$ cat config.mk
export PLATFORM = sky130hd
export DESIGN_NAME = mux_display_capture
export DESIGN_NICKNAME = d
export VERILOG_FILES = /design/src/rtl/mux_display_capture.sv
export SDC_FILE = /design/constraint.sdc
export NUM_CORES = 1
export LEC_CHECK = 0
export CELL_PAD_IN_SITES_DETAIL_PLACEMENT = 0
export CELL_PAD_IN_SITES_GLOBAL_PLACEMENT = 1
export CORE_MARGIN = 3
export CORE_UTILIZATION = 46
export CTS_CLUSTER_SIZE = 8
export DETAILED_ROUTE_END_ITERATION = 7
export PLACE_DENSITY = 0.87
export REMOVE_ABC_BUFFERS = 1
export SYNTH_ARGS = -nofsm -noshare
export SYNTH_HDL_FRONTEND = slang
export SYNTH_SLANG_ARGS = --single-unit
$ cat constraint.sdc
create_clock -name clk -period 6.85 [get_ports clk]
set_clock_uncertainty 0.1 [all_clocks]
set_input_delay 1.37 -clock clk [delete_from_list [all_inputs] [get_ports clk]]
set_output_delay 1.37 -clock clk [all_outputs]
set_load 0.005 [all_outputs]
$ cat src/rtl/mux_display_capture.sv
// mux_display_capture
//   Receive side of the 4-digit multiplexed 7-segment scan bus. Watches the
//   active-low anode strobes an3..an0 and the shared 4-bit char code, and
//   rebuilds complete frames (an3 first, an0 last). A complete frame is
//   committed to digit3..digit0 together with a one-cycle frame_valid pulse.
//   Malformed scans give a one-cycle frame_err pulse. link_lost is raised
//   after TIMEOUT clocks without an accepted strobe.
//
// Ports
//   clk                     system clock, rising edge
//   reset                   asynchronous reset, active low
//   an3, an2, an1, an0      active-low digit strobes (scan order 3 -> 0)
//   char[3:0]               code for the strobed digit
//   digit3..digit0[3:0]     last committed frame
//   frame_valid             1-cycle pulse when the digits are updated
//   frame_err               1-cycle pulse on a malformed scan
//   link_lost               level, no accepted strobe for TIMEOUT clocks
//   frame_cnt[7:0]          (MUX_CAPTURE_FRAME_CNT_EN) committed frames, wraps
//   err_cnt[7:0]            (MUX_CAPTURE_FRAME_CNT_EN) frame errors, saturates
//
// Parameter
//   TIMEOUT (2..255, default 64)
//
// Optional feature macro: MUX_CAPTURE_FRAME_CNT_EN adds frame_cnt / err_cnt.

module mux_display_capture #(
    parameter int TIMEOUT = 64
) (
    input  logic       clk,
    input  logic       reset,
    input  logic       an3,
    input  logic       an2,
    input  logic       an1,
    input  logic       an0,
    input  logic [3:0] char,
    output logic [3:0] digit3,
    output logic [3:0] digit2,
    output logic [3:0] digit1,
    output logic [3:0] digit0,
    output logic       frame_valid,
    output logic       frame_err,
    output logic       link_lost
`ifdef MUX_CAPTURE_FRAME_CNT_EN
    ,
    output logic [7:0] frame_cnt,
    output logic [7:0] err_cnt
`endif
);

    localparam logic [7:0] TO = 8'(TIMEOUT);

    typedef enum logic [1:0] {WAIT3, WAIT2, WAIT1, WAIT0} state_t;

    state_t           state, state_nxt;
    logic [3:1][3:0]  shadow, shadow_nxt;
    logic [7:0]       cnt, cnt_nxt;
    logic [3:0]       an, low, prev_an, ev;
    logic             illegal, accept, commit, err, lost_set;

    assign an  = {an3, an2, an1, an0};
    assign low = ~an;
    // Falling edge of a strobe; prev_an resets high so a strobe already low
    // when reset releases still counts once.
    assign ev  = low & prev_an;
    // Two or more strobes low: clearing the lowest set bit leaves something.
    assign illegal = |(low & (low - 4'd1));

    always_comb begin
        state_nxt  = state;
        shadow_nxt = shadow;
        accept     = 1'b0;
        commit     = 1'b0;
        err        = 1'b0;
        lost_set   = 1'b0;

        if (illegal) begin
            err        = 1'b1;
            state_nxt  = WAIT3;
            shadow_nxt = '0;
        end else if (ev[3]) begin
            // an3 always (re)starts a frame; mid-frame it is also an error.
            shadow_nxt[3] = char;
            state_nxt     = WAIT2;
            accept        = 1'b1;
            err           = (state != WAIT3);
        end else if (ev != 4'd0 && state != WAIT3) begin
            unique case (state)
                WAIT2: if (ev[2]) begin
                    shadow_nxt[2] = char;
                    state_nxt     = WAIT1;
                    accept        = 1'b1;
                end
                WAIT1: if (ev[1]) begin
                    shadow_nxt[1] = char;
                    state_nxt     = WAIT0;
                    accept        = 1'b1;
                end
                WAIT0: if (ev[0]) begin
                    commit    = 1'b1;
                    state_nxt = WAIT3;
                    accept    = 1'b1;
                end
                default: ;
            endcase
            if (!accept) begin
                err        = 1'b1;
                state_nxt  = WAIT3;
                shadow_nxt = '0;
            end
        end
        // Events outside a frame while in WAIT3 fall through: silent resync.

        cnt_nxt = accept ? 8'd0 : ((cnt == TO) ? TO : cnt + 8'd1);

        // An illegal cycle suppresses the timeout; an accepted event (and so
        // any commit) has already cleared the counter.
        if (!illegal && !accept && cnt_nxt == TO) begin
            lost_set   = 1'b1;
            state_nxt  = WAIT3;
            shadow_nxt = '0;
        end
    end

    always_ff @(posedge clk or negedge reset) begin
        if (!reset) begin
            state       <= WAIT3;
            shadow      <= '0;
            cnt         <= 8'd0;
            prev_an     <= 4'hF;
            digit3      <= 4'd0;
            digit2      <= 4'd0;
            digit1      <= 4'd0;
            digit0      <= 4'd0;
            frame_valid <= 1'b0;
            frame_err   <= 1'b0;
            link_lost   <= 1'b0;
        end else begin
            state       <= state_nxt;
            shadow      <= shadow_nxt;
            cnt         <= cnt_nxt;
            prev_an     <= an;
            frame_valid <= commit;
            frame_err   <= err;
            if (commit) begin
                digit3 <= shadow[3];
                digit2 <= shadow[2];
                digit1 <= shadow[1];
                digit0 <= char;
            end
            if (commit)
                link_lost <= 1'b0;
            else if (lost_set)
                link_lost <= 1'b1;
        end
    end

`ifdef MUX_CAPTURE_FRAME_CNT_EN
    always_ff @(posedge clk or negedge reset) begin
        if (!reset) begin
            frame_cnt <= 8'd0;
            err_cnt   <= 8'd0;
        end else begin
            if (commit)
                frame_cnt <= frame_cnt + 8'd1;
            if (err && err_cnt != 8'hFF)
                err_cnt <= err_cnt + 8'd1;
        end
    end
`endif

endmodule
After elaboration in Yosys (flattened, before gate mapping)
Index checks and enable logic that the tools add are counted.
Widths: inputs -> output; s select.
- output and inout port bits: 19
- logic and storage cells: 90
- bits of input ports: 10
- register bits: 45
- eq/ne operators: 15
- reductions and logical operators: 15
- $add $sub $neg: 2
- bitwise logic cells: 3
- mux-type cells: 42
- operators with widths (kind ; number):
    $mux 12 ; 4
    $mux 8 ; 3
    $mux 1 ; 20
    $mux 4 ; 5
    $ne 6x6->1 const B ; 3
    $eq 8x7->1 const B ; 2
    $mux 2 ; 8
    $ne 4x3->1 const B ; 3
    $add 8x1->8 const B ; 1
    $and 4x4->4 ; 2
    $ne 4x2->1 const B ; 2
    $reduce_and 4->1 ; 2
    $reduce_bool 4->1 ; 2
    $ne 7x3->1 const B ; 1
    $pmux 2 s3 ; 1
    $reduce_and 5->1 ; 1
    $eq 2x2->1 const B ; 2
    $not 4->4 ; 1
    $reduce_bool 2->1 ; 2
    $reduce_or 4->1 ; 1
    $sub 4x1->4 const B ; 1
    $logic_and 1x1->1 ; 3
    $ne 3x1->1 const B ; 1
    $pmux 1 s3 ; 1
    4 further kinds ; 5

Logic depth before layout (Yosys ltp)
Gate-level depths: netlist of the first run.
- word-level depth: 16
- depth in mapped cells: 8
- depth with buffers taken out: 8

Worst setup path after synthesis of the first run
Ideal clock, no wire load.
- path type: input-to-reg
- start: input port an1
- end: register digit0[0]
- path slack: 3.745 ns
- required time: 6.622 ns
- buffers on the path: 2
- setup time: 0.128 ns
- arrival: 2.878 ns
- stages on the path: 6
- cell sequence: o211ai_1 and2_1 clkbuf_1 nor3_2 buf_2 mux2_1
- longest elaborated chain between the ends: 7
- elaborated cells on any way between the ends: 10
- classes of those cells: add/sub (1); mux (3); bitwise (3); reduce/logical (3)
- RTL lines (what ; RTL line ; RTL):
    start: declaration ; 33 ; input logic an1,
    $not 4->4 * ; 61 ; assign low = ~an;
    parallel branches: the longest is 5 deep, another holds $sub 4x1->4 ; - ;
    $mux 1 * ; 76 ; if (illegal) begin
    named net commit ; 58 ; logic illegal, accept, commit, err, lost_set;
    end signal: assignment ; 148 ; digit0 <= char;
    end: declaration ; 39 ; output logic [3:0] digit0,
Mark *: on every way through the listed nets, which the timed path passes.
A chain may end at the register's enable or synchronous reset.

Worst setup path after layout of the first run
- start: input port an0
- end: register shadow[10] (netlist bit)
- longest elaborated chain between the ends: 15
- elaborated cells on any way between the ends: 26
- classes of those cells: add/sub (1); eq/ne (2); mux (11); bitwise (3); reduce/logical (9)
- RTL lines (what ; RTL line ; RTL):
    start: declaration ; 34 ; input logic an0,
    $not 4->4 * ; 61 ;
    $and 4x4->4 ; 64 ; assign ev = low & prev_an;
    $mux 1 ; 98 ; WAIT0: if (ev[0]) begin
    $pmux 1 s3 ; 87 ; unique case (state)
    $mux 1 ; 86 ; end else if (ev != 4'd0 && state != WAIT3) begin
    $mux 1 ; 80 ; end else if (ev[3]) begin
    $mux 1 ; 76 ;
    $mux 1 ; 86 ;
    $mux 1 ; 80 ;
    $mux 1 ; 76 ;
    $mux 8 / $logic_not 1->1 (equally long branches) ; 113, 117 ;
    $eq 8x7->1 / $logic_and 1x1->1 (equally long branches) ; 117 ; if (!illegal && !accept && cnt_nxt == TO) begin
    $logic_and 1x1->1 ; 117 ;
    $ne 4x3->1 (no source line) / $reduce_bool 4->1 (equally long branches) ; - ;
    $reduce_and 2->1 (no source line) ; - ;
    end signal: assignment ; 139 ; shadow <= shadow_nxt;
    end: declaration ; 55 ; logic [3:1][3:0] shadow, shadow_nxt;
Every way passes the cells marked *; elsewhere a longest branch is shown, timed or not. The select of a mux whose other input is x is not followed.

==> impl_metrics.xml, run 1 <==
<?xml version="1.0" encoding="UTF-8"?>
<metrics>
  <group name="logic_synthesis">
    <metric name="synth_commonest_cells" unit="">sky130_fd_sc_hd__dfrtp_1 (41), sky130_fd_sc_hd__nand2_1 (18), sky130_fd_sc_hd__mux2_1 (16), sky130_fd_sc_hd__nor2_1 (13), sky130_fd_sc_hd__a22o_1 (12)</metric>
    <metric name="synth_cell_type_count" unit="">40</metric>
    <metric name="synthTopCellsByArea" unit="">sky130_fd_sc_hd__dfrtp_1 (52%), sky130_fd_sc_hd__mux2_1 (9.1%), sky130_fd_sc_hd__dfstp_2 (5.3%)</metric>
    <metric name="yosys.cell_count.top_type" unit="">sky130_fd_sc_hd__dfrtp_1</metric>
    <metric name="syn-mean-instance-area" unit="µm²">12.1</metric>
    <metric name="synth_top_cell_by_area" unit="">sky130_fd_sc_hd__dfrtp_1</metric>
    <metric name="ys_ff_latch" unit="">45</metric>
    <metric name="synth_top_cell_area_share" unit="%">51.6</metric>
    <metric name="synth_ff_type" unit="">sky130_fd_sc_hd__dfrtp_1</metric>
    <metric name="synth.yosys.warnings" unit="">0</metric>
    <metric name="syn-cell-area" unit="µm²">1990</metric>
    <metric name="synth_enable_flop_cells" unit="">0</metric>
    <metric name="synth_async_sr_flop_share" unit="%">100</metric>
    <metric name="synth.yosys.seq_area_share" unit="%">56.9</metric>
    <metric name="synth_cells" unit="">164</metric>
  </group>
  <group name="route">
    <metric name="antenna_left" unit="">0</metric>
    <metric name="avgRoutedWirePerCell" unit="µm">15.6</metric>
    <metric name="drt-initial-drc-count" unit="">62</metric>
    <metric name="routed_via_density" unit="">5.66</metric>
    <metric name="wirelength" unit="mm">3.87</metric>
    <metric name="drt_pre_antenna_iters" unit="">6</metric>
    <metric name="detail_route.drc_violations" unit="">0</metric>
    <metric name="num_vias" unit="">1404</metric>
  </group>
  <group name="global_route">
    <metric name="grt_usage" unit="%">16.8</metric>
    <metric name="grt_start_max_net_pins" unit="">46</metric>
    <metric name="number_of_antenna_violations_at_the_first_check_in_global_routing" unit="">0</metric>
    <metric name="grt_pass1_wl" unit="mm">6.78</metric>
    <metric name="vias_in_the_first_global_route" unit="">1420</metric>
    <metric name="globalRoute.totalOverflow" unit="">0</metric>
  </group>
  <group name="worst_setup_path">
    <metric name="timing.critical_path.to_type" unit="">flip-flop</metric>
    <metric name="cp_data_arrival_time" unit="ps">3340</metric>
    <metric name="cpMaxStageDelayCell" unit="">sky130_fd_sc_hd__clkdlybuf4s50_1</metric>
    <metric name="cpPeakStageDelay" unit="ps">530</metric>
    <metric name="worstPathRequired" unit="ps">6940</metric>
    <metric name="cp_max_fo" unit="">6</metric>
    <metric name="timing.critical_path.from_type" unit="">input pin</metric>
    <metric name="critical_path.cell_chain" unit="">clkdlybuf4s50_1 -&gt; nor2b_1 -&gt; a31oi_1 -&gt; nand3_1 -&gt; a2111oi_4 -&gt; o31ai_2 -&gt; a22o_1</metric>
    <metric name="crit_type" unit="">in -&gt; reg</metric>
  </group>
  <group name="sta">
    <metric name="min_period" unit="ps">3250</metric>
    <metric name="final_hold_viol_count" unit="">0</metric>
    <metric name="setup_total_negative_slack" unit="ps">0</metric>
    <metric name="max_freq" unit="GHz">0.308</metric>
    <metric name="min_period_over_period" unit="%">47.5</metric>
    <metric name="worst_slew_margin_rel" unit="%">37.5</metric>
    <metric name="max_slew.worst_pin.slew" unit="ps">937</metric>
    <metric name="setup-violations-final" unit="">0</metric>
    <metric name="rsz_0062_raised_after_global_routing" unit="">false</metric>
    <metric name="drv_slew" unit="">0</metric>
  </group>
  <group name="layout">
    <metric name="fillerInstances" unit="">342</metric>
    <metric name="area_growth_syn_to_layout" unit="%">20.8</metric>
    <metric name="postLayoutCoreUtil" unit="%">58.7</metric>
    <metric name="drive_gt1_share" unit="%">10.6</metric>
    <metric name="final_net_count" unit="">209</metric>
    <metric name="antenna_cells_inserted" unit="">0</metric>
  </group>
  <group name="power">
    <metric name="powerDensity" unit="nW/µm²">245</metric>
    <metric name="ir_drop" unit="mV">0.132</metric>
    <metric name="leakagePower" unit="µW">0.00110</metric>
  </group>
  <group name="hold_path">
    <metric name="worstHoldPathType" unit="">reg -&gt; reg</metric>
  </group>
  <group name="clock_network">
    <metric name="cts_tree" unit="">yes</metric>
    <metric name="cts_post_setup_buffers_inserted" unit="">0</metric>
    <metric name="number_of_hold_repair_buffers_added_at_the_cts_stage" unit="">0</metric>
    <metric name="post_cts_resized" unit="">0</metric>
    <metric name="clk_pin_slew_worst_paths" unit="ps">80</metric>
    <metric name="cts_buffer_depth" unit="">2</metric>
    <metric name="h_tree_lvl_count" unit="">2</metric>
    <metric name="clock_buffer_count_from_cts" unit="">5</metric>
    <metric name="cts_sinks" unit="">45</metric>
    <metric name="clockRootBuffer" unit="">sky130_fd_sc_hd__clkbuf_8</metric>
    <metric name="clk_latency" unit="ps">300</metric>
  </group>
  <group name="floorplanning">
    <metric name="num_io_pins" unit="">29</metric>
    <metric name="die_boundary_height" unit="µm">71.7</metric>
    <metric name="design.core.area" unit="µm²">4090</metric>
    <metric name="die_width" unit="µm">71.7</metric>
    <metric name="start_util" unit="%">48.6</metric>
    <metric name="dieArea" unit="µm²">5140</metric>
    <metric name="rows" unit="">23</metric>
  </group>
  <group name="place">
    <metric name="io_buffers" unit="">28</metric>
    <metric name="gp_congestion" unit="">0.811</metric>
    <metric name="detailed_place_hpwl" unit="mm">2.83</metric>
  </group>
  <group name="run">
    <metric name="maxCapViolCount" unit="">0</metric>
  </group>
  <group name="status">
    <metric name="status" unit="">complete, no violations</metric>
  </group>
</metrics>
worst max-delay path, delay by kind of cell:
family	cells	cell delay [ps]
AND/OR/NAND/NOR	2	350
buffers and inverters	1	530
AO/OA/AOI/OAI	4	1080
placed cells by master (no fill, tap or decap), types with 3 or more instances in the layout:
master	instances
sky130_fd_sc_hd__a21oi_1	6
sky130_fd_sc_hd__a22o_1	12
sky130_fd_sc_hd__clkbuf_8	5
sky130_fd_sc_hd__clkdlybuf4s50_1	27
sky130_fd_sc_hd__dfrtp_1	41
sky130_fd_sc_hd__dfstp_2	4
sky130_fd_sc_hd__inv_1	3
sky130_fd_sc_hd__mux2_1	16
sky130_fd_sc_hd__nand2_1	18
sky130_fd_sc_hd__nand2b_1	3
sky130_fd_sc_hd__nand3_1	4
sky130_fd_sc_hd__nor2_1	13
sky130_fd_sc_hd__xor2_1	5
cell type report:
type                       count  area [µm²]  share of cell area [%]
clock buffer                   6        72.6                    3.02
clock inverter                 2        15.0                   0.626
inverter                       3        11.3                   0.469
multi-input combinational    113         825                    34.4
sequential                    45        1130                    47.1
tap                           50        62.6                    2.61
timing repair buffer          29         283                    11.8
sequential cells by signal (all words and copies together), names as in the netlist:
name / count
prev_an: 4
frame_valid: 1
digit2: 4
shadow: 12
link_lost: 1
digit0: 4
state: 2
frame_err: 1
cnt: 8
digit1: 4
digit3: 4
report_power, final:
| part | leakage, µW | internal [µW] | switching, µW | total, µW |
|---|---|---|---|---|
| Sequential | 0.000599 | 287 | 25.6 | 313 |
| Clock | 0.0000374 | 71.9 | 88.3 | 160 |
| Combinational | 0.000465 | 55.7 | 59.4 | 115 |
| Total | 0.00110 | 415 | 173 | 588 |
through the flow:
stage | hold slack, ps | power, µW | instances | setup slack (ps) | instance area (µm²)
after floorplan | 362 | 392 | 161 | 3720 | 1970
after global placement | 370 | 424 | 240 | 3410 | 2310
after detailed placement | 374 | 433 | 240 | 3300 | 2310
after CTS | 394 | 595 | 248 | 3630 | 2400
after global routing | 409 | 619 | 248 | 3460 | 2400
final | 389 | 588 | 248 | 3600 | 2400
kinds of logic (layout without fill, tap and decap cells):
group                      Yosys count  after routing  synth area share [%]
DFF                                 45             45                  56.9
muxes                               16             16                  9.07
AOI/OAI and AO/OA                   32             32                  13.2
buffers and inverters                6             40                  1.57
adders and majority gates            2              2                  1.26
xor gates and xnor gates             6              6                  2.64
and+or+nand+nor                     57             57                  15.3
routing by layer:
metal | up-vias | track usage [%] | part of all wire (%)
met3 | 7 | 3.23 | 4.6
met5 | - | 0 | 0
met1 | 698 | 22.1 | 45
met2 | 36 | 26.9 | 49
li1 | 663 | - | -
met4 | 0 | 7.52 | 1.7
final timing paths:
path | slack, ps | start | cells past startpoint | endpoint
setup / recovery | 3600 | an0 | 7 | shadow[10]
hold / removal | 390 | digit0[0] | 1 | digit0[0]
setup reg to reg | 4160 | cnt[0] | 8 | shadow[10]
hold reg to reg | 390 | digit0[0] | 1 | digit0[0]
max in group asynchronous | 4960 | reset | 1 | digit3[3]
min in group asynchronous | 1100 | reset | 1 | digit1[0]
No activity file was read; power rests on OpenSTA's default activity.
==> run 2, diff against run 1 <==
--- a/config.mk
+++ b/config.mk
@@ -8,10 +8,10 @@
 export CELL_PAD_IN_SITES_DETAIL_PLACEMENT = 0
 export CELL_PAD_IN_SITES_GLOBAL_PLACEMENT = 1
 export CORE_MARGIN = 3
-export CORE_UTILIZATION = 46
+export CORE_UTILIZATION = 43
 export CTS_CLUSTER_SIZE = 8
 export DETAILED_ROUTE_END_ITERATION = 7
-export PLACE_DENSITY = 0.87
+export PLACE_DENSITY = 0.83
 export REMOVE_ABC_BUFFERS = 1
 export SYNTH_ARGS = -nofsm -noshare
 export SYNTH_HDL_FRONTEND = slang
==> constraint.sdc (replaced) <==
create_clock -name clk -period 3.4 [get_ports clk]
set_clock_uncertainty 0.1 [all_clocks]
set_input_delay 0.68 -clock clk [delete_from_list [all_inputs] [get_ports clk]]
set_output_delay 0.68 -clock clk [all_outputs]
set_load 0.005 [all_outputs]
==> run 2 against run 1 <==
- register-to-register slack lost 3500 ps
- sequential power up 100%
- power is 110% higher
- worst hold slack worse by 3.3 ps
- clock power grew 140%
- combinational power rose by 97%
- global-route usage decreased by 0.46 points
==> impl_metrics.xml, run 2 (synthesized netlist as in run 1, its figures left out) <==
<?xml version="1.0" encoding="UTF-8"?>
<metrics>
  <group name="power">
    <metric name="clock_power_share" unit="%">30.6</metric>
    <metric name="p_sw" unit="µW">333</metric>
    <metric name="portion_of_total_power_attributed_to_sequential_cells" unit="%">51.0</metric>
    <metric name="p_sw_share" unit="%">26.9</metric>
    <metric name="comb_power_share" unit="%">18.3</metric>
    <metric name="ir_drop" unit="mV">0.320</metric>
    <metric name="powerDensity" unit="nW/µm²">512</metric>
    <metric name="cell_internal_pwr" unit="µW">904</metric>
    <metric name="leakagePower" unit="µW">0.00112</metric>
  </group>
  <group name="global_route">
    <metric name="grt_usage" unit="%">16.3</metric>
    <metric name="vias_in_the_first_global_route" unit="">1425</metric>
    <metric name="grt_pass1_wl" unit="mm">6.79</metric>
    <metric name="number_of_antenna_violations_at_the_first_check_in_global_routing" unit="">0</metric>
    <metric name="grt_start_max_net_pins" unit="">46</metric>
    <metric name="globalRoute.totalOverflow" unit="">0</metric>
  </group>
  <group name="route">
    <metric name="met2_length" unit="mm">1.89</metric>
    <metric name="wl_met1" unit="mm">1.78</metric>
    <metric name="wirelength" unit="mm">3.90</metric>
    <metric name="wl_met3" unit="µm">150</metric>
    <metric name="detail_route.drc_violations" unit="">0</metric>
    <metric name="avgRoutedWirePerCell" unit="µm">15.6</metric>
    <metric name="drt-initial-drc-count" unit="">36</metric>
    <metric name="highest-signal-layer" unit="">met4</metric>
    <metric name="drt_pre_antenna_iters" unit="">4</metric>
    <metric name="routed_via_density" unit="">5.49</metric>
    <metric name="antenna_left" unit="">0</metric>
    <metric name="num_vias" unit="">1367</metric>
  </group>
  <group name="run">
    <metric name="maxCapViolCount" unit="">0</metric>
  </group>
  <group name="worst_setup_path">
    <metric name="cp_num_buf_inv" unit="">1</metric>
    <metric name="worstPathRequired" unit="ps">3480</metric>
    <metric name="worst_flop_to_flop_path_startpoint" unit="">cnt[0]</metric>
    <metric name="cpMaxStageDelayCell" unit="">sky130_fd_sc_hd__a2111oi_4</metric>
    <metric name="cpLargestDelayFamily" unit="">compound AO/OA/AOI/OAI gates</metric>
    <metric name="timing.reg2reg.worst_path_depth" unit="">8</metric>
    <metric name="end_of_the_worst_register_to_register_path" unit="">shadow[9]</metric>
    <metric name="critical_path.cell_chain" unit="">inv_1 -&gt; ha_1 -&gt; or2b_4 -&gt; a311o_1 -&gt; a32o_2 -&gt; a2111oi_4 -&gt; o31ai_2 -&gt; a22o_1</metric>
    <metric name="timing.critical_path.from_type" unit="">flip-flop</metric>
    <metric name="cp_data_arrival_time" unit="ps">2770</metric>
    <metric name="timing.critical_path.to_type" unit="">flip-flop</metric>
    <metric name="setup.reg_to_reg.worst_slack" unit="ps">710</metric>
    <metric name="cp_max_fo" unit="">6</metric>
    <metric name="crit_type" unit="">reg -&gt; reg</metric>
    <metric name="cpPeakStageDelay" unit="ps">530</metric>
  </group>
  <group name="layout">
    <metric name="final_net_count" unit="">209</metric>
    <metric name="stdcell_area" unit="µm²">2420</metric>
    <metric name="max_flop_register" unit="">shadow</metric>
    <metric name="final_common_cell" unit="">sky130_fd_sc_hd__dfrtp_1</metric>
    <metric name="top_regs" unit="">shadow: 12 flops, cnt: 8 flops</metric>
    <metric name="antenna_cells_inserted" unit="">0</metric>
    <metric name="fillerInstances" unit="">364</metric>
    <metric name="drive_gt1_share" unit="%">10.7</metric>
    <metric name="largest_register_ff_count" unit="">12</metric>
    <metric name="area_growth_syn_to_layout" unit="%">21.7</metric>
    <metric name="commonest_cells_after_routing_fill_and_taps_aside" unit="">sky130_fd_sc_hd__dfrtp_1 (41), sky130_fd_sc_hd__clkdlybuf4s50_1 (27), sky130_fd_sc_hd__nand2_1 (18), sky130_fd_sc_hd__mux2_1 (16), sky130_fd_sc_hd__nor2_1 (13)</metric>
  </group>
  <group name="floorplanning">
    <metric name="die_width" unit="µm">74.0</metric>
    <metric name="dieArea" unit="µm²">5470</metric>
    <metric name="die_boundary_height" unit="µm">74.0</metric>
    <metric name="rows" unit="">24</metric>
    <metric name="design.core.area" unit="µm²">4410</metric>
    <metric name="start_util" unit="%">45.0</metric>
    <metric name="num_io_pins" unit="">29</metric>
  </group>
  <group name="clock_network">
    <metric name="clock_buffer_count_from_cts" unit="">5</metric>
    <metric name="cts_tree" unit="">yes</metric>
    <metric name="clk_pin_slew_worst_paths" unit="ps">80</metric>
    <metric name="clk_latency" unit="ps">290</metric>
    <metric name="clockRootBuffer" unit="">sky130_fd_sc_hd__clkbuf_8</metric>
    <metric name="cts_post_setup_buffers_inserted" unit="">0</metric>
    <metric name="number_of_hold_repair_buffers_added_at_the_cts_stage" unit="">0</metric>
    <metric name="cts_buffer_depth" unit="">2</metric>
    <metric name="post_cts_resized" unit="">0</metric>
    <metric name="h_tree_lvl_count" unit="">2</metric>
    <metric name="cts_sinks" unit="">45</metric>
  </group>
  <group name="sta">
    <metric name="rsz_0062_raised_after_global_routing" unit="">false</metric>
    <metric name="max_freq" unit="GHz">0.371</metric>
    <metric name="drv_slew" unit="">0</metric>
    <metric name="worst_slew_margin_rel" unit="%">36.2</metric>
    <metric name="setup_total_negative_slack" unit="ps">0</metric>
    <metric name="min_period" unit="ps">2690</metric>
    <metric name="final_hold_viol_count" unit="">0</metric>
    <metric name="min_period_over_period" unit="%">79.2</metric>
    <metric name="max_slew.worst_pin.slew" unit="ps">957</metric>
    <metric name="setup-violations-final" unit="">0</metric>
  </group>
  <group name="place">
    <metric name="placement.cell_area" unit="µm²">2310</metric>
    <metric name="gp_congestion" unit="">0.821</metric>
    <metric name="detailed_place_hpwl" unit="mm">2.90</metric>
    <metric name="io_buffers" unit="">28</metric>
  </group>
  <group name="status">
    <metric name="status" unit="">complete, no violations</metric>
  </group>
  <group name="hold_path">
    <metric name="worstHoldPathType" unit="">reg -&gt; reg</metric>
    <metric name="hold_end" unit="">digit1[0]</metric>
    <metric name="worstHoldStart" unit="">digit1[0]</metric>
    <metric name="hold-path-cell-count" unit="">1</metric>
  </group>
</metrics>
[run 2: cell count changes in the layout (fill, tap and decap cells not counted)]
cell                         change
sky130_fd_sc_hd__bufinv_16       +1
sky130_fd_sc_hd__clkbuf_1        -1
sky130_fd_sc_hd__clkinv_2        +1
sky130_fd_sc_hd__clkinvlp_4      -2
[run 2: cell type report]
cell class	instances	area (µm²)	share of cell area, %
flip-flops and latches	45	1130	46.8
clock buffers	5	68.8	2.85
multi-input cells	113	825	34.1
repair buffers	29	283	11.7
clock inverters	2	35.0	1.45
inverters	3	11.3	0.466
well taps	52	65.1	2.69
[run 2: power by group through the flow]
stage / registers (µW) / logic (µW) / clock network, µW
after floorplan: 629 / 161 / 0
after global placement: 636 / 221 / 0
after detailed placement: 641 / 230 / 0
after CTS: 631 / 232 / 391
after global routing: 640 / 263 / 414
final: 632 / 227 / 379
[run 2: worst max-delay path by stage]
stage / start / endpoint / cells after the start / slack (ps)
final: cnt[0] / shadow[9] / 8 / 710
after global routing: cnt[0] / shadow[11] / 8 / 520
after CTS: cnt[0] / shadow[11] / 8 / 680
after detailed placement: an0 / shadow[8] / 7 / 540
after global placement: an0 / shadow[9] / 7 / 640
after floorplan: cnt[0] / shadow[10] / 8 / 910
[run 2: through the flow]
| stage | hold WS, ps | cells | worst slack, ps | total power, µW | util, % |
|---|---|---|---|---|---|
| 2_1_floorplan | 284 | 161 | 907 | 789 | - |
| 3_3_place_gp | 371 | 242 | 639 | 857 | 52.4 |
| 3_5_place_dp | 374 | 242 | 541 | 871 | 52.4 |
| 4_1_cts | 393 | 249 | 676 | 1250 | 54.8 |
| 5_1_grt | 407 | 249 | 516 | 1320 | 54.8 |
| 6_report | 386 | 249 | 706 | 1240 | 54.8 |
[run 2: worst register-to-register path: stages (launching register included)]
cell and delay, ps:
sky130_fd_sc_hd__dfrtp_1 410, sky130_fd_sc_hd__inv_1 60, sky130_fd_sc_hd__ha_1 320, sky130_fd_sc_hd__or2b_4 250, sky130_fd_sc_hd__a311o_1 320, sky130_fd_sc_hd__a32o_2 250, sky130_fd_sc_hd__a2111oi_4 530, sky130_fd_sc_hd__o31ai_2 150
sky130_fd_sc_hd__a22o_1 200
[run 2: metal layers]
metal	GRT usage, %	up-vias
met3	4.73	8
met5	0	-
met4	6.44	0
met2	25.8	31
met1	21.2	672
li1	-	656
==> run 3, diff against run 2 <==
==> constraint.sdc (replaced) <==
create_clock -name clk -period 2.6 [get_ports clk]
set_clock_uncertainty 0.1 [all_clocks]
set_input_delay 0.52 -clock clk [delete_from_list [all_inputs] [get_ports clk]]
set_output_delay 0.52 -clock clk [all_outputs]
set_load 0.005 [all_outputs]
==> run 3 against run 2 <==
- non-clock buffer count rose by 8
- combinational power increased by 60%
- maximum frequency rose by 7.4%
- sequential power grew 29%
- count of clock-buffer cells in the layout is 1 higher
- setup slack worse by 620 ps
- critical path depth grew 1
- utilization is 1.6 points higher
==> impl_metrics.xml, run 3 (synthesized netlist as in run 1, its figures left out) <==
<?xml version="1.0" encoding="UTF-8"?>
<metrics>
  <group name="power">
    <metric name="clock_power_share" unit="%">26.3</metric>
    <metric name="p_sw" unit="µW">468</metric>
    <metric name="powerDensity" unit="nW/µm²">643</metric>
    <metric name="fin_total_pwr" unit="µW">1600</metric>
    <metric name="cell_internal_pwr" unit="µW">1130</metric>
    <metric name="portion_of_total_power_attributed_to_sequential_cells" unit="%">50.9</metric>
    <metric name="ir_drop" unit="mV">0.384</metric>
    <metric name="p_sw_share" unit="%">29.3</metric>
    <metric name="comb_power_share" unit="%">22.8</metric>
    <metric name="leakagePower" unit="µW">0.00114</metric>
  </group>
  <group name="worst_setup_path">
    <metric name="worstPathRequired" unit="ps">2680</metric>
    <metric name="setup.reg_to_reg.worst_slack" unit="ps">90</metric>
    <metric name="cpLargestDelayFamily" unit="">compound AO/OA/AOI/OAI gates</metric>
    <metric name="timing.reg2reg.worst_path_depth" unit="">9</metric>
    <metric name="setup.worst_path.start" unit="">cnt[1]</metric>
    <metric name="timing.critical_path.to_type" unit="">flip-flop</metric>
    <metric name="cpMaxStageDelayCell" unit="">sky130_fd_sc_hd__dfrtp_1</metric>
    <metric name="path_depth" unit="">9</metric>
    <metric name="end_of_the_worst_register_to_register_path" unit="">shadow[11]</metric>
    <metric name="timing.critical_path.from_type" unit="">flip-flop</metric>
    <metric name="critical_path.cell_chain" unit="">inv_1 -&gt; ha_4 -&gt; or2b_4 -&gt; a311o_1 -&gt; a32o_2 -&gt; a2111oi_4 -&gt; buf_4 -&gt; o31ai_2 -&gt; a22o_1</metric>
    <metric name="critical_path.endpoint" unit="">shadow[11]</metric>
    <metric name="crit_type" unit="">reg -&gt; reg</metric>
    <metric name="cpPeakStageDelay" unit="ps">380</metric>
    <metric name="worst_flop_to_flop_path_startpoint" unit="">cnt[1]</metric>
    <metric name="cp_num_buf_inv" unit="">2</metric>
    <metric name="cp_max_fo" unit="">5</metric>
    <metric name="cp_data_arrival_time" unit="ps">2590</metric>
  </group>
  <group name="clock_network">
    <metric name="cts_sinks" unit="">45</metric>
    <metric name="cts_tree" unit="">yes</metric>
    <metric name="cts_buffer_depth" unit="">2</metric>
    <metric name="h_tree_lvl_count" unit="">2</metric>
    <metric name="clockRootBuffer" unit="">sky130_fd_sc_hd__clkbuf_8</metric>
    <metric name="clk_latency" unit="ps">290</metric>
    <metric name="clk_pin_slew_worst_paths" unit="ps">80</metric>
    <metric name="clock_buffer_count_from_cts" unit="">5</metric>
  </group>
  <group name="layout">
    <metric name="commonest_cells_after_routing_fill_and_taps_aside" unit="">sky130_fd_sc_hd__dfrtp_1 (41), sky130_fd_sc_hd__clkdlybuf4s50_1 (27), sky130_fd_sc_hd__nand2_1 (18), sky130_fd_sc_hd__mux2_1 (16), sky130_fd_sc_hd__nor2_1 (13)</metric>
    <metric name="top_regs" unit="">shadow: 12 flops, cnt: 8 flops</metric>
    <metric name="postLayoutCoreUtil" unit="%">56.3</metric>
    <metric name="drive_gt1_share" unit="%">15.0</metric>
    <metric name="area_growth_syn_to_layout" unit="%">25.2</metric>
    <metric name="post_layout_instance_count_excluding_filler_cells" unit="">258</metric>
    <metric name="final_common_cell" unit="">sky130_fd_sc_hd__dfrtp_1</metric>
    <metric name="antenna_cells_inserted" unit="">0</metric>
    <metric name="final_net_count" unit="">217</metric>
    <metric name="fillerInstances" unit="">375</metric>
    <metric name="max_flop_register" unit="">shadow</metric>
    <metric name="largest_register_ff_count" unit="">12</metric>
  </group>
  <group name="place">
    <metric name="dpl_worst_slack" unit="ps">-6.27</metric>
    <metric name="gp_congestion" unit="">0.827</metric>
    <metric name="detailed_place_hpwl" unit="mm">2.87</metric>
    <metric name="io_buffers" unit="">28</metric>
    <metric name="post-place-cells" unit="">249</metric>
  </group>
  <group name="global_route">
    <metric name="grt_usage" unit="%">15.8</metric>
    <metric name="grt_start_max_net_pins" unit="">28</metric>
    <metric name="vias_in_the_first_global_route" unit="">1434</metric>
    <metric name="grt_pass1_wl" unit="mm">6.71</metric>
    <metric name="globalRoute.totalOverflow" unit="">0</metric>
    <metric name="number_of_antenna_violations_at_the_first_check_in_global_routing" unit="">0</metric>
  </group>
  <group name="route">
    <metric name="num_vias" unit="">1395</metric>
    <metric name="routed_via_density" unit="">5.41</metric>
    <metric name="avgRoutedWirePerCell" unit="µm">14.9</metric>
    <metric name="antenna_left" unit="">0</metric>
    <metric name="drt_pre_antenna_iters" unit="">4</metric>
    <metric name="drt-initial-drc-count" unit="">58</metric>
    <metric name="detail_route.drc_violations" unit="">0</metric>
    <metric name="wirelength" unit="mm">3.86</metric>
  </group>
  <group name="floorplanning">
    <metric name="die_boundary_height" unit="µm">74.0</metric>
    <metric name="dieArea" unit="µm²">5470</metric>
    <metric name="rows" unit="">24</metric>
    <metric name="design.core.area" unit="µm²">4410</metric>
    <metric name="num_io_pins" unit="">29</metric>
    <metric name="die_width" unit="µm">74.0</metric>
    <metric name="start_util" unit="%">45.0</metric>
  </group>
  <group name="run">
    <metric name="maxCapViolCount" unit="">0</metric>
  </group>
  <group name="hold_path">
    <metric name="worstHoldPathType" unit="">in -&gt; async</metric>
  </group>
  <group name="sta">
    <metric name="setup_total_negative_slack" unit="ps">0</metric>
    <metric name="max_slew.worst_pin.slew" unit="ps">421</metric>
    <metric name="final.setup.worst_slack" unit="ps">90.4</metric>
    <metric name="max_freq" unit="GHz">0.398</metric>
    <metric name="drv_slew" unit="">0</metric>
    <metric name="min_period" unit="ps">2510</metric>
    <metric name="setup-violations-final" unit="">0</metric>
    <metric name="final_hold_viol_count" unit="">0</metric>
    <metric name="worst_slew_margin_rel" unit="%">71.8</metric>
    <metric name="min_period_over_period" unit="%">96.5</metric>
  </group>
  <group name="status">
    <metric name="status" unit="">complete, no violations</metric>
  </group>
</metrics>
## run 3: cell types whose count changed in the layout (fill, tap and decap cells not counted), sizes merged
cell      change
clkinvlp      +2
clkbuf        +1
bufinv        -1
clkinv        -1
buf           +8
## run 3: stage by stage
stage                     hold slack [ps]  cell area (µm²)
after floorplan                       124             1970
after global placement                368             2380
after detailed placement              374             2380
after CTS                            55.7             2470
after global routing                 59.7             2490
final                                42.7             2490
## run 3: power groups by stage
stage	registers, µW	logic (µW)	clock network, µW
6_report	815	364	421
5_1_grt	823	407	466
4_1_cts	813	342	437
3_5_place_dp	828	339	0
3_3_place_gp	821	328	0
2_1_floorplan	822	210	0
## run 3: cell type report
type / count / area [µm²] / share of cell area, %
well taps: 52 / 65.1 / 2.62
inverters: 3 / 11.3 / 0.453
repair buffers: 37 / 355 / 14.3
clock buffers: 6 / 72.6 / 2.92
flip-flops and latches: 45 / 1130 / 45.5
multi-input cells: 113 / 837 / 33.7
clock inverters: 2 / 15.0 / 0.604
## run 3: worst min-delay path by stage
stage	from	end	slack, ps
after CTS	reset	digit0[0]	60
after global routing	reset	digit0[0]	60
after floorplan	reset	cnt[0]	120
after detailed placement	digit3[2]	digit3[2]	370
final	reset	digit0[0]	40
after global placement	reset	digit0[0]	370
## run 3: timing repair
item                       in CTS  in global routing
hold buffers                    0                  0
setup endpoints to repair       5                 15
resized for setup               0                  2
setup buffers                   0                  1
pin swaps                       1                  1
## run 3: worst register-to-register path: cells and delay by family (launching register included)
family                     cells  cell delay [ps]
adders and majority gates      1              210
DFF                            1              380
buffers and inverters          2              280
and+or+nand+nor                1              240
AOI/OAI and AO/OA              5             1170
## run 3: routing by layer
metal / wire length [µm] / vias to the layer above / track usage [%]
li1: - / 671 / -
met1: 1830 / 689 / 21.8
met2: 1850 / 30 / 25.0
met3: 150 / 5 / 3.65
met4: 29 / 0 / 4.83
met5: 0 / - / 0
